==> config.mk <==
export PLATFORM = sky130hd
export DESIGN_NAME = pipeline_register_memwb_ctl
export DESIGN_NICKNAME = d
export VERILOG_FILES = /design/src/rtl/pipeline_register_memwb_ctl.sv
export SDC_FILE = /design/constraint.sdc
export NUM_CORES = 1
export LEC_CHECK = 0
export ABC_CLOCK_PERIOD_IN_PS = 3800
export BUFFER_PORTS_ARGS = -buffer_cell sky130_fd_sc_hd__buf_2
export CAP_MARGIN = 20
export CORE_MARGIN = 4
export CORE_UTILIZATION = 40
export CTS_BUF_LIST = sky130_fd_sc_hd__clkbuf_16
export CTS_CLUSTER_DIAMETER = 40
export DETAILED_ROUTE_END_ITERATION = 7
export HOLD_SLACK_MARGIN = 0.08
export PLACE_DENSITY = 0.66
export RECOVER_POWER = 50
export SYNTH_ARGS = -nofsm -noshare
export SYNTH_HDL_FRONTEND = slang
export SYNTH_SLANG_ARGS = --single-unit
==> constraint.sdc <==
create_clock -name clk -period 3.8 [get_ports clk]
set_clock_uncertainty 0.15 [all_clocks]
set_input_delay 0 -clock clk [delete_from_list [all_inputs] [get_ports clk]]
set_output_delay 0 -clock clk [all_outputs]
set_load 0.05 [all_outputs]
==> src/rtl/pipeline_register_memwb_ctl.sv <==
// pipeline_register_memwb_ctl
//   MEM/WB pipeline register for the MIPS pipeline. Captures the MEM-stage
//   control and data, selects the write-back value, flags whether the WB stage
//   may act as a forwarding source, and keeps retire / WB-stall counters.
//
// Ports
//   clk, reset            rising-edge clock, synchronous active-high reset
//   stall_i / flush_i     hold stage contents / load a bubble (flush wins)
//   cnt_clear_i           synchronous clear of both performance counters
//   *_i                   MEM-stage slot contents (valid, controls, dest, data)
//   *_o                   registered copies of the *_i inputs
//   wb_data_o             write-back value chosen from the registered stage
//   fwd_valid_o           WB stage holds a valid write to a non-zero register
//   retire_cnt_o          valid instructions loaded into WB (wrapping)
//   stall_cnt_o           cycles a valid WB instruction was held (saturating)
module pipeline_register_memwb_ctl #(
    parameter int unsigned DATA_WIDTH     = 32,
    parameter int unsigned REG_ADDR_WIDTH = 5,
    parameter int unsigned CNT_WIDTH      = 32
) (
    input  logic                      clk,
    input  logic                      reset,
    input  logic                      stall_i,
    input  logic                      flush_i,
    input  logic                      cnt_clear_i,
    input  logic                      valid_i,
    input  logic                      mem_to_reg_i,
    input  logic                      link_i,
    input  logic                      reg_write_i,
    input  logic [REG_ADDR_WIDTH-1:0] write_register_i,
    input  logic [DATA_WIDTH-1:0]     pc_plus_4_i,
    input  logic [DATA_WIDTH-1:0]     read_data_mmry_i,
    input  logic [DATA_WIDTH-1:0]     alu_result_i,
    output logic                      valid_o,
    output logic                      mem_to_reg_o,
    output logic                      link_o,
    output logic                      reg_write_o,
    output logic [REG_ADDR_WIDTH-1:0] write_register_o,
    output logic [DATA_WIDTH-1:0]     pc_plus_4_o,
    output logic [DATA_WIDTH-1:0]     read_data_mmry_o,
    output logic [DATA_WIDTH-1:0]     alu_result_o,
    output logic [DATA_WIDTH-1:0]     wb_data_o,
    output logic                      fwd_valid_o,
    output logic [CNT_WIDTH-1:0]      retire_cnt_o,
    output logic [CNT_WIDTH-1:0]      stall_cnt_o
);

    logic load;
    logic stall_hit;

    // A load happens only when neither flush nor stall claims the edge.
    assign load      = !flush_i && !stall_i;
    assign stall_hit = stall_i && !flush_i && valid_o;

    // Stage register: reset > flush (bubble) > stall (hold) > load.
    always_ff @(posedge clk) begin
        if (reset || flush_i) begin
            valid_o          <= 1'b0;
            mem_to_reg_o     <= 1'b0;
            link_o           <= 1'b0;
            reg_write_o      <= 1'b0;
            write_register_o <= '0;
            pc_plus_4_o      <= '0;
            read_data_mmry_o <= '0;
            alu_result_o     <= '0;
        end else if (!stall_i) begin
            valid_o          <= valid_i;
            mem_to_reg_o     <= mem_to_reg_i;
            link_o           <= link_i;
            // An invalid slot must never write the register file.
            reg_write_o      <= reg_write_i & valid_i;
            write_register_o <= write_register_i;
            pc_plus_4_o      <= pc_plus_4_i;
            read_data_mmry_o <= read_data_mmry_i;
            alu_result_o     <= alu_result_i;
        end
    end

    // Performance counters; clear beats any same-edge increment.
    always_ff @(posedge clk) begin
        if (reset || cnt_clear_i) begin
            retire_cnt_o <= '0;
            stall_cnt_o  <= '0;
        end else begin
            if (load && valid_i) begin
                retire_cnt_o <= retire_cnt_o + 1'b1;
            end
            if (stall_hit && (stall_cnt_o != '1)) begin
                stall_cnt_o <= stall_cnt_o + 1'b1;
            end
        end
    end

    // Link (jal) takes precedence over a memory load result.
    always_comb begin
        wb_data_o = alu_result_o;
        if (link_o) begin
            wb_data_o = pc_plus_4_o;
        end else if (mem_to_reg_o) begin
            wb_data_o = read_data_mmry_o;
        end
    end

    // r0 is hardwired to zero, so it is never a forwarding source.
    assign fwd_valid_o = valid_o && reg_write_o && (write_register_o != '0);

endmodule
==> results of run 1 <==
[per-stage QoR]
| stage | setup slack (ps) | hold WS [ps] |
|---|---|---|
| 5_1_grt | 736 | 196 |
| 4_1_cts | 889 | 174 |
| 2_1_floorplan | 1030 | -6.06 |
| 6_report | 888 | 199 |
| 3_3_place_gp | 1250 | 76.2 |
| 3_5_place_dp | 1240 | 85.8 |
[cells by family after synthesis]
kind of cell | count (synthesis)
adders and majority gates | 2
xor gates and xnor gates | 34
buffers and inverters | 56
DFF | 169
AOI/OAI and AO/OA | 90
muxes | 141
and+or+nand+nor | 323
[critical path, stage by stage (launching register included)]
cell and delay [ps]:
dfxtp_1 470, nand4_1 260, or4_4 600, o31a_1 450
nand4_1 190, mux2i_1 190, dlygate4sd3_1 550
[flip-flops by register name, summed over array words and instances (netlist names)]
register / count
alu_result_o: 32
pc_plus_4_o: 32
read_data_mmry_o: 32
retire_cnt_o: 32
stall_cnt_o: 32
write_register_o: 5
link_o: 1
mem_to_reg_o: 1
reg_write_o: 1
valid_o: 1
[routing by layer]
metal	vias to the layer above	global-route usage, %	wire length (um)
met4	0	8.18	613
met2	275	40.8	12800
li1	3745	-	-
met5	-	0	0
met3	42	6.22	1570
met1	3684	27.9	10400
[power by group]
group	switching [uW]	leakage [uW]	internal (uW)	total, uW
sequential	38.7	0.00137	1810	1850
clock	748	0.000299	1100	1850
combinational	358	0.00288	259	617
[Yosys cell counts, drive strengths merged (5+ instances only)]
library cell / instances / area, um^2
dfxtp: 169 / 3380
nor2: 159 / 597
mux2i: 139 / 1390
nand2: 70 / 263
o21ai: 37 / 185
clkbuf: 34 / 129
nand4: 20 / 125
xor2: 20 / 175
nand3: 17 / 90.1
buf: 16 / 63.8
a21oi: 14 / 70.1
xnor2: 14 / 123
and3: 12 / 75.1
a31oi: 10 / 62.6
or4: 9 / 71.3
and4: 8 / 70.1
a41o: 7 / 70.1
nor3: 7 / 40.0
or3: 7 / 43.8
inv: 6 / 22.5
o31ai: 5 / 51.3
[cells in the final DEF, fill, tap and decap left out, drive strengths merged, types with 7 or more instances in the layout]
cell type / count
clkbuf: 185
dfxtp: 169
dlygate4sd3: 164
nor2: 159
buf: 149
mux2i: 139
nand2: 70
o21ai: 37
nand4: 20
xor2: 20
nand3: 17
a21oi: 14
xnor2: 14
and3: 12
a31oi: 10
inv: 10
or4: 9
and4: 8
or3: 7
a41o: 7
nor3: 7
[repair_timing]
action,CTS,global route
hold buffers,164,0
endpoints found under the hold margin,115,0
setup endpoints to repair,0,0
setup buffers,0,0
[cell type report]
class / count / area [um^2]
inverter: 6 / 22.5
timing repair buffer: 481 / 3070
tap: 229 / 287
fill: 1564 / 6900
sequential: 169 / 3390
clock buffer: 17 / 425
clock inverter: 14 / 195
multi-input combinational: 590 / 3800
[final timing paths]
path	from	slack, ps	depth (start not counted)	to
hold reg to reg	stall_cnt_o[21]	350	2	stall_cnt_o[21]
setup reg to reg	stall_cnt_o[18]	890	6	stall_cnt_o[25]
setup / recovery	stall_cnt_o[18]	890	6	stall_cnt_o[25]
hold / removal	pc_plus_4_i[23]	200	4	pc_plus_4_o[23]
==> impl_metrics.json, run 1 <==
{
  "crit_fanout": 13,
  "violations": "max-capacitance violations, max-slew violations",
  "synth_seq_cells": 169,
  "grt_max_degree": 90,
  "drive_above_1_share_pct": 15.4,
  "cts.path.max_buffers": 2,
  "cts_resized": 0,
  "cts_buffers": 17,
  "dieArea_um2": 20700,
  "yosys.cell_types.count": 45,
  "synth-simple-area-share_pct": 20.0,
  "syn_area_um2": 7400,
  "finalNonFillerCells": 1506,
  "status": "finished with violations",
  "setup_violations": 0,
  "cts_root_buf": "clkbuf_16",
  "drt_iter0_drc": 314,
  "die_y_um": 144,
  "core_um2": 18100,
  "antenna_found_initial": 0,
  "synthesis.nets": 927,
  "finalCriticalPeriod_ps": 2910,
  "synth_seq_area_share_pct": 45.7,
  "power_density_nw_per_um2": 386,
  "drt_wl_total_um": 25400,
  "synthFlopType": "dfxtp_1",
  "via_count": 7746,
  "required_ps": 4020,
  "placed_area_um2": 9090,
  "drc": 0,
  "synth-edff-count": 0,
  "max-vdd-ir-drop_mv": 0.288,
  "insertion_delay_ps": 420,
  "gp_congestion": 0.844,
  "hold_viol_final": 0,
  "worstMarginPinSlew_ps": 1740,
  "ios": 312,
  "viasPerCell": 5.14,
  "syn_inst": 815,
  "synth_warnings": 0,
  "area_delta_synth_final_pct": 51.2,
  "p_total_uw": 4320,
  "worstSetupPathType": "flip-flop to flip-flop",
  "synth_fa_ha_area_share_pct": 0.338,
  "drt_first_pass_iters": 5,
  "worstSetupEndpointType": "flip-flop",
  "cap_violations": 1,
  "critPathArrivalTime_ps": 3130,
  "die_w_um": 144,
  "nNetsFinal": 1377,
  "grt_usage_pct": 23.4,
  "timing.final.crit_share_pct": 76.6,
  "ant_nets": 0,
  "cts_num_sinks": 169,
  "grt_pass1_wl_um": 39200,
  "finalMaxSlewViolations": 90,
  "n_antenna_cell": 0,
  "dpl.hpwl_um": 16400,
  "grt_overflow": 0,
  "synth-async-reset-ratio_pct": 0,
  "start_kind": "flip-flop",
  "clock.fmax_mhz": 343,
  "fin_setup_tns_ps": 0,
  "htreeDepth": 4,
  "leakagePower_uw": 0.00456,
  "fin_area_um2": 11200,
  "synth_top_family_by_area": "simple AND/OR/NAND/NOR gates",
  "hp-class": "input pin to flip-flop",
  "fp-row-count": 49,
  "place_inst": 1309,
  "syn_area_per_cell_um2": 9.08,
  "slew_headroom_pct": -16.2,
  "final_util_pct": 61.9,
  "io_buffers": 311,
  "rsz0062_at_grt": "no",
  "wl_per_cell_um": 16.9,
  "grt_pass1_vias": 7706,
  "yosys.area_share.xor_xnor_pct": 4.02,
  "synthMuxAreaShare_pct": 19.1,
  "clkTransAtPathRegs_ps": 70,
  "start_util_pct": 40.9,
  "cts_tree": "built",
  "synth_compound_area_share_pct": 7.95
}
Power figures use the tool's default switching activity.
==> run 2, diff against run 1 <==
--- a/config.mk
+++ b/config.mk
@@ -5,7 +5,7 @@
 export SDC_FILE = /design/constraint.sdc
 export NUM_CORES = 1
 export LEC_CHECK = 0
-export ABC_CLOCK_PERIOD_IN_PS = 3800
+export ABC_CLOCK_PERIOD_IN_PS = 2600
 export BUFFER_PORTS_ARGS = -buffer_cell sky130_fd_sc_hd__buf_2
 export CAP_MARGIN = 20
 export CORE_MARGIN = 4
@@ -14,7 +14,7 @@
 export CTS_CLUSTER_DIAMETER = 40
 export DETAILED_ROUTE_END_ITERATION = 7
 export HOLD_SLACK_MARGIN = 0.08
-export PLACE_DENSITY = 0.66
+export PLACE_DENSITY = 0.68
 export RECOVER_POWER = 50
 export SYNTH_ARGS = -nofsm -noshare
 export SYNTH_HDL_FRONTEND = slang
==> constraint.sdc (replaced) <==
create_clock -name clk -period 2.6 [get_ports clk]
set_clock_uncertainty 0.15 [all_clocks]
set_input_delay 0 -clock clk [delete_from_list [all_inputs] [get_ports clk]]
set_output_delay 0 -clock clk [all_outputs]
set_load 0.05 [all_outputs]
==> run 2 against run 1 <==
The run now ends clean. Clock-buffer cell count unchanged. Utilization is 2.5 points lower. Final area shrank 4.0%. Largest cell class unchanged. Non-clock buffer count down 41. Total power increased by 43%. Die area unchanged. Via count down 2.0%. Worst hold slack worse by 3.6 ps. Register-to-register slack worse by 610 ps. Sequential power up 45%. Sequential share of layout area grew 1.3 points.
==> impl_metrics.json, run 2 (same netlist as run 1, synthesis figures left out) <==
{
  "cts_buffers": 17,
  "max-vdd-ir-drop_mv": 0.478,
  "fp-row-count": 49,
  "finalMaxSlewViolations": 0,
  "grt_overflow": 0,
  "drt_first_pass_iters": 5,
  "drive_above_1_share_pct": 16.7,
  "post-cts-setup-buffers": 0,
  "finalCriticalPeriod_ps": 2320,
  "nNetsFinal": 1336,
  "placed_area_um2": 9240,
  "area_delta_synth_final_pct": 45.1,
  "ff2ff_setup_slack_ps": 280,
  "core_um2": 18100,
  "io_buffers": 311,
  "final_common_cell": "clkbuf_1",
  "crit_start": "stall_cnt_o[19]",
  "die_y_um": 144,
  "die_w_um": 144,
  "cap_violations": 0,
  "hp-class": "input pin to flip-flop",
  "hold_depth": 4,
  "fin_area_um2": 10700,
  "final_cell_mix": "clkbuf_1, dfxtp_1, nor2_1, buf_2, mux2i_1",
  "dieArea_um2": 20700,
  "cts_num_sinks": 169,
  "cts_resized": 0,
  "reg2reg_from": "stall_cnt_o[19]",
  "drc": 0,
  "drt_wl_total_um": 24000,
  "hold_viol_final": 0,
  "insertion_delay_ps": 420,
  "crit_fanout": 7,
  "htreeDepth": 4,
  "grt_pass1_wl_um": 37200,
  "viasPerCell": 5.18,
  "reg2regPathDepth": 5,
  "start_kind": "flip-flop",
  "status": "completed",
  "wl_per_cell_um": 16.4,
  "grt_usage_pct": 22.2,
  "critPathArrivalTime_ps": 2480,
  "rsz0062_at_grt": "no",
  "hold_buffers": 110,
  "cts_root_buf": "clkbuf_16",
  "via_count": 7593,
  "antenna_found_initial": 1,
  "slew_headroom_pct": 42.5,
  "worstMarginPinSlew_ps": 863,
  "start_util_pct": 40.9,
  "ant_nets": 0,
  "grt_pass1_vias": 7287,
  "holdWs_ps": 196,
  "ios": 312,
  "worstSetupEndpointType": "flip-flop",
  "cts.path.max_buffers": 2,
  "clock.fmax_mhz": 431,
  "worstSetupPathType": "flip-flop to flip-flop",
  "hp-start": "pc_plus_4_i[14]",
  "fin_setup_tns_ps": 0,
  "cts_tree": "built",
  "leakagePower_uw": 0.00446,
  "clkTransAtPathRegs_ps": 60,
  "power_density_nw_per_um2": 575,
  "setup_violations": 0,
  "dpl.hpwl_um": 16200,
  "required_ps": 2750,
  "gp_congestion": 0.884,
  "grt_max_degree": 108,
  "timing.final.crit_share_pct": 89.3,
  "drt_iter0_drc": 344
}
run 2: cell count changes in the layout (fill, tap and decap cells not counted), sizes merged:
cell / before / now
diode: 0 / 1
clkinv: 4 / 2
buf: 149 / 162
clkinvlp: 2 / 4
dlygate4sd3: 164 / 110
run 2: worst max-delay path, cell delays in order, from the launching register on:
cell and delay [ps]:
dfxtp_1 430, nand4_1 250, or4_4 590, o31a_1 340
nand4_1 130, mux2_2 330
run 2: worst paths after layout:
kind / endpoint
setup reg to reg: stall_cnt_o[31]
setup / recovery: stall_cnt_o[31]
hold / removal: pc_plus_4_o[14]
hold reg to reg: retire_cnt_o[31]
run 2: per-stage QoR:
| stage | std cells | util (%) | total power, uW | setup slack, ps |
|---|---|---|---|---|
| final | 1466 | 59.4 | 6180 | 277 |
| after detailed placement | 1324 | 51.1 | 3450 | 298 |
| after global routing | 1466 | 59.4 | 6380 | 135 |
| after CTS | 1465 | 60.6 | 6230 | 284 |
| after global placement | 1324 | 51.1 | 3450 | 319 |
| after floorplan | 815 | - | 3230 | 12.3 |
run 2: final cells by class:
cell class / instances / area (um^2)
Sequential cell: 169 / 3390
Inverter: 6 / 22.5
Timing Repair Buffer: 440 / 2630
Tap cell: 229 / 287
Antenna cell: 1 / 2.50
Clock inverter: 14 / 183
Multi-Input combinational cell: 590 / 3800
Clock buffer: 17 / 425
Fill cell: 1594 / 7350
run 2: where the power goes:
part | switching (uW) | total, uW | internal (uW) | leakage, uW
combinational | 512 | 829 | 317 | 0.00280
sequential | 48.6 | 2690 | 2640 | 0.00137
clock | 1060 | 2660 | 1590 | 0.000293
total | 1620 | 6180 | 4550 | 0.00446
run 2: per-layer routing:
metal  GRT usage (%)  part of all wire [%]  vias to the layer above
met5               0                     0                        -
met4            7.68                   2.6                        0
met3            6.28                   6.9                       51
met2            37.5                    49                      280
met1            27.1                    41                     3593
li1                -                     -                     3669
==> run 3, diff against run 2 <==
--- a/config.mk
+++ b/config.mk
@@ -5,6 +5,7 @@
 export SDC_FILE = /design/constraint.sdc
 export NUM_CORES = 1
 export LEC_CHECK = 0
+export ABC_AREA = 1
 export ABC_CLOCK_PERIOD_IN_PS = 2600
 export BUFFER_PORTS_ARGS = -buffer_cell sky130_fd_sc_hd__buf_2
 export CAP_MARGIN = 20
@@ -14,7 +15,7 @@
 export CTS_CLUSTER_DIAMETER = 40
 export DETAILED_ROUTE_END_ITERATION = 7
 export HOLD_SLACK_MARGIN = 0.08
-export PLACE_DENSITY = 0.68
+export PLACE_DENSITY = 0.67
 export RECOVER_POWER = 50
 export SYNTH_ARGS = -nofsm -noshare
 export SYNTH_HDL_FRONTEND = slang
==> run 3 against run 2 <==
Sequential cell count did not move. Utilization fell by 0.89 points. First-iteration DRC count rose by 51%. Setup slack got worse by 40 ps. Wire length rose by 17%. Final cell count rose by 29%. Non-clock buffer count rose by 18. Area after synthesis rose by 7.1%. Die area rose by 6.7%. Critical endpoint is now retire_cnt_o[23].
==> impl_metrics.json, run 3 <==
{
  "synthFlopType": "dfxtp_1",
  "cp_top_family": "buffers and inverters",
  "yosys.cell_types.count": 29,
  "cts_num_sinks": 169,
  "grt_max_degree": 94,
  "timing.final.crit_share_pct": 90.9,
  "nNetsFinal": 1729,
  "grt_usage_pct": 24.5,
  "drc": 0,
  "insertion_delay_ps": 430,
  "ys_top_cells_by_count": "nand2_1, dfxtp_1, nor2_1",
  "viasPerCell": 4.91,
  "cts_resized": 0,
  "hold_viol_final": 0,
  "top_layer_used": "met4",
  "final_util_pct": 58.5,
  "status": "completed",
  "finalCriticalPeriod_ps": 2360,
  "area_delta_synth_final_pct": 43.6,
  "met1_length_um": 12100,
  "wl_per_cell_um": 14.8,
  "drive_above_1_share_pct": 12.3,
  "synthTopCellsByArea": "dfxtp_1, nand2_1, nor2_1",
  "synth.most_common_cell": "nand2_1",
  "worst_r2r_endpoint": "stall_cnt_o[19]",
  "critPathArrivalTime_ps": 2580,
  "synth-edff-count": 0,
  "hold_depth": 5,
  "power_density_nw_per_um2": 528,
  "synth_seq_area_share_pct": 42.7,
  "die_y_um": 149,
  "cts.path.max_buffers": 2,
  "grt_overflow": 0,
  "htreeDepth": 4,
  "grt_pass1_wl_um": 44300,
  "drt_first_pass_iters": 5,
  "cts_root_buf": "clkbuf_16",
  "syn_area_um2": 7930,
  "path_buf_inv": 5,
  "via_count": 9302,
  "dpl.hpwl_um": 18900,
  "reg2regPathDepth": 11,
  "drt_wl_total_um": 28100,
  "final_cell_mix": "nand2_1, clkbuf_1, dfxtp_1, nor2_1, buf_2",
  "slew_headroom_pct": 33.5,
  "cap_violations": 0,
  "dieArea_um2": 22100,
  "wl_met3_um": 1790,
  "start_kind": "input pin",
  "clock.fmax_mhz": 423,
  "p_clk_share_pct": 39.8,
  "p_sw_share_pct": 30.1,
  "start_util_pct": 40.7,
  "ff2ff_setup_slack_ps": 530,
  "pwr-share-comb_pct": 15.4,
  "synth-async-reset-ratio_pct": 0,
  "critical_path.slowest_cell": "dlygate4sd3_1",
  "synthesis.nets": 1313,
  "required_ps": 2820,
  "holdPathEnd": "stall_cnt_o[22]",
  "worstSetupEndpointType": "flip-flop",
  "hp-start": "reset",
  "final_common_cell": "nand2_1",
  "internal_power_uw": 4200,
  "ant_nets": 0,
  "rsz0062_at_grt": "no",
  "max-vdd-ir-drop_mv": 0.444,
  "finalMaxSlewViolations": 0,
  "slowest_delay_ps": 670,
  "fin_setup_tns_ps": 0,
  "cp_cell_sequence": "dlygate4sd3_1, clkbuf_1, inv_2, nand3_4, dlygate4sd3_1, nor2_1, inv_1, nor2_4, nand3_1, nand2_1, nand2_1, nor2_1",
  "synth_warnings": 0,
  "power.switching_uw": 1810,
  "ios": 312,
  "crit_fanout": 7,
  "hp-class": "input pin to flip-flop",
  "reg2reg_from": "stall_cnt_o[0]",
  "grt_pass1_vias": 9008,
  "leakagePower_uw": 0.00454,
  "cts_buffers": 17,
  "setup_violations": 0,
  "die_w_um": 149,
  "syn_area_per_cell_um2": 6.60,
  "worstMarginPinSlew_ps": 998,
  "clkTransAtPathRegs_ps": 70,
  "yosysTopAreaCellShare_pct": 42.7,
  "drt_iter0_drc": 520,
  "io_buffers": 311,
  "synth_seq_cells": 169,
  "syn_inst": 1201,
  "wl_met2_um": 13300,
  "antenna_found_initial": 1,
  "cts_tree": "built",
  "worstSetupPathType": "input pin to flip-flop",
  "yosysTopAreaCell": "dfxtp_1",
  "p_seq_share_pct": 44.8,
  "core_um2": 19500,
  "fp-row-count": 51,
  "gp_congestion": 0.882
}
run 3: cell families after synthesis:
kind of cell,after synthesis,synth area share (%)
AO/OA/AOI/OAI,217,14.7
adder cells (fa/ha/maj),2,0.316
buffers and inverters,174,8.71
flip-flops,169,42.7
XOR/XNOR,7,0.774
AND/OR/NAND/NOR,632,32.8
run 3: metrics by stage:
step | std cells | power, uW | hold WS [ps] | setup WS [ps] | instance area [um^2]
after floorplan | 1201 | 3270 | -6.99 | 13.7 | 7930
after global placement | 1724 | 3520 | 98.9 | 688 | 9660
after detailed placement | 1724 | 3520 | 104 | 583 | 9660
after CTS | 1895 | 6060 | 80.2 | 287 | 11600
after global routing | 1896 | 6220 | 114 | 39.2 | 11400
final | 1896 | 6010 | 91.6 | 237 | 11400
run 3: timing repair:
action | in CTS | in global routing
hold buffers | 139 | 0
setup endpoints to repair | 0 | 0
endpoints found under the hold margin | 165 | 0
buffers inserted | 0 | 0
run 3: worst max path at each step:
stage	start	end	slack (ps)	cells after the start
2_1_floorplan	mem_to_reg_o	wb_data_o[0]	10	4
3_3_place_gp	stall_cnt_o[0]	stall_cnt_o[17]	690	11
3_5_place_dp	stall_cnt_o[1]	stall_cnt_o[19]	580	11
4_1_cts	flush_i	retire_cnt_o[23]	290	12
5_1_grt	stall_i	retire_cnt_o[23]	40	12
6_report	stall_i	retire_cnt_o[23]	240	12
run 3: cell type report:
| class | instances | area, um^2 |
|---|---|---|
| Sequential cell | 169 | 3390 |
| Multi-Input combinational cell | 858 | 3860 |
| Tap cell | 265 | 332 |
| Clock inverter | 15 | 118 |
| Antenna cell | 1 | 2.50 |
| Fill cell | 1940 | 8080 |
| Clock buffer | 17 | 425 |
| Timing Repair Buffer | 458 | 2830 |
| Inverter | 113 | 424 |
run 3: power groups by stage:
stage / logic, uW / clock network, uW / registers [uW]
after detailed placement: 776 / 0 / 2750
after CTS: 932 / 2440 / 2690
after global routing: 985 / 2540 / 2700
after global placement: 771 / 0 / 2750
final: 923 / 2390 / 2690
after floorplan: 332 / 0 / 2940
run 3: layer usage:
layer / global-route usage, % / vias to the layer above
met3: 5.89 / 70
met1: 30.7 / 4231
li1: - / 4667
met5: 0 / -
met2: 40.9 / 334
met4: 9.61 / 0
run 3: worst min-delay path, stage by stage:
cell     delay, ps
buf_2          130
nor2_4          40
buf_4          300
nand2_1        130
nor2_1          30
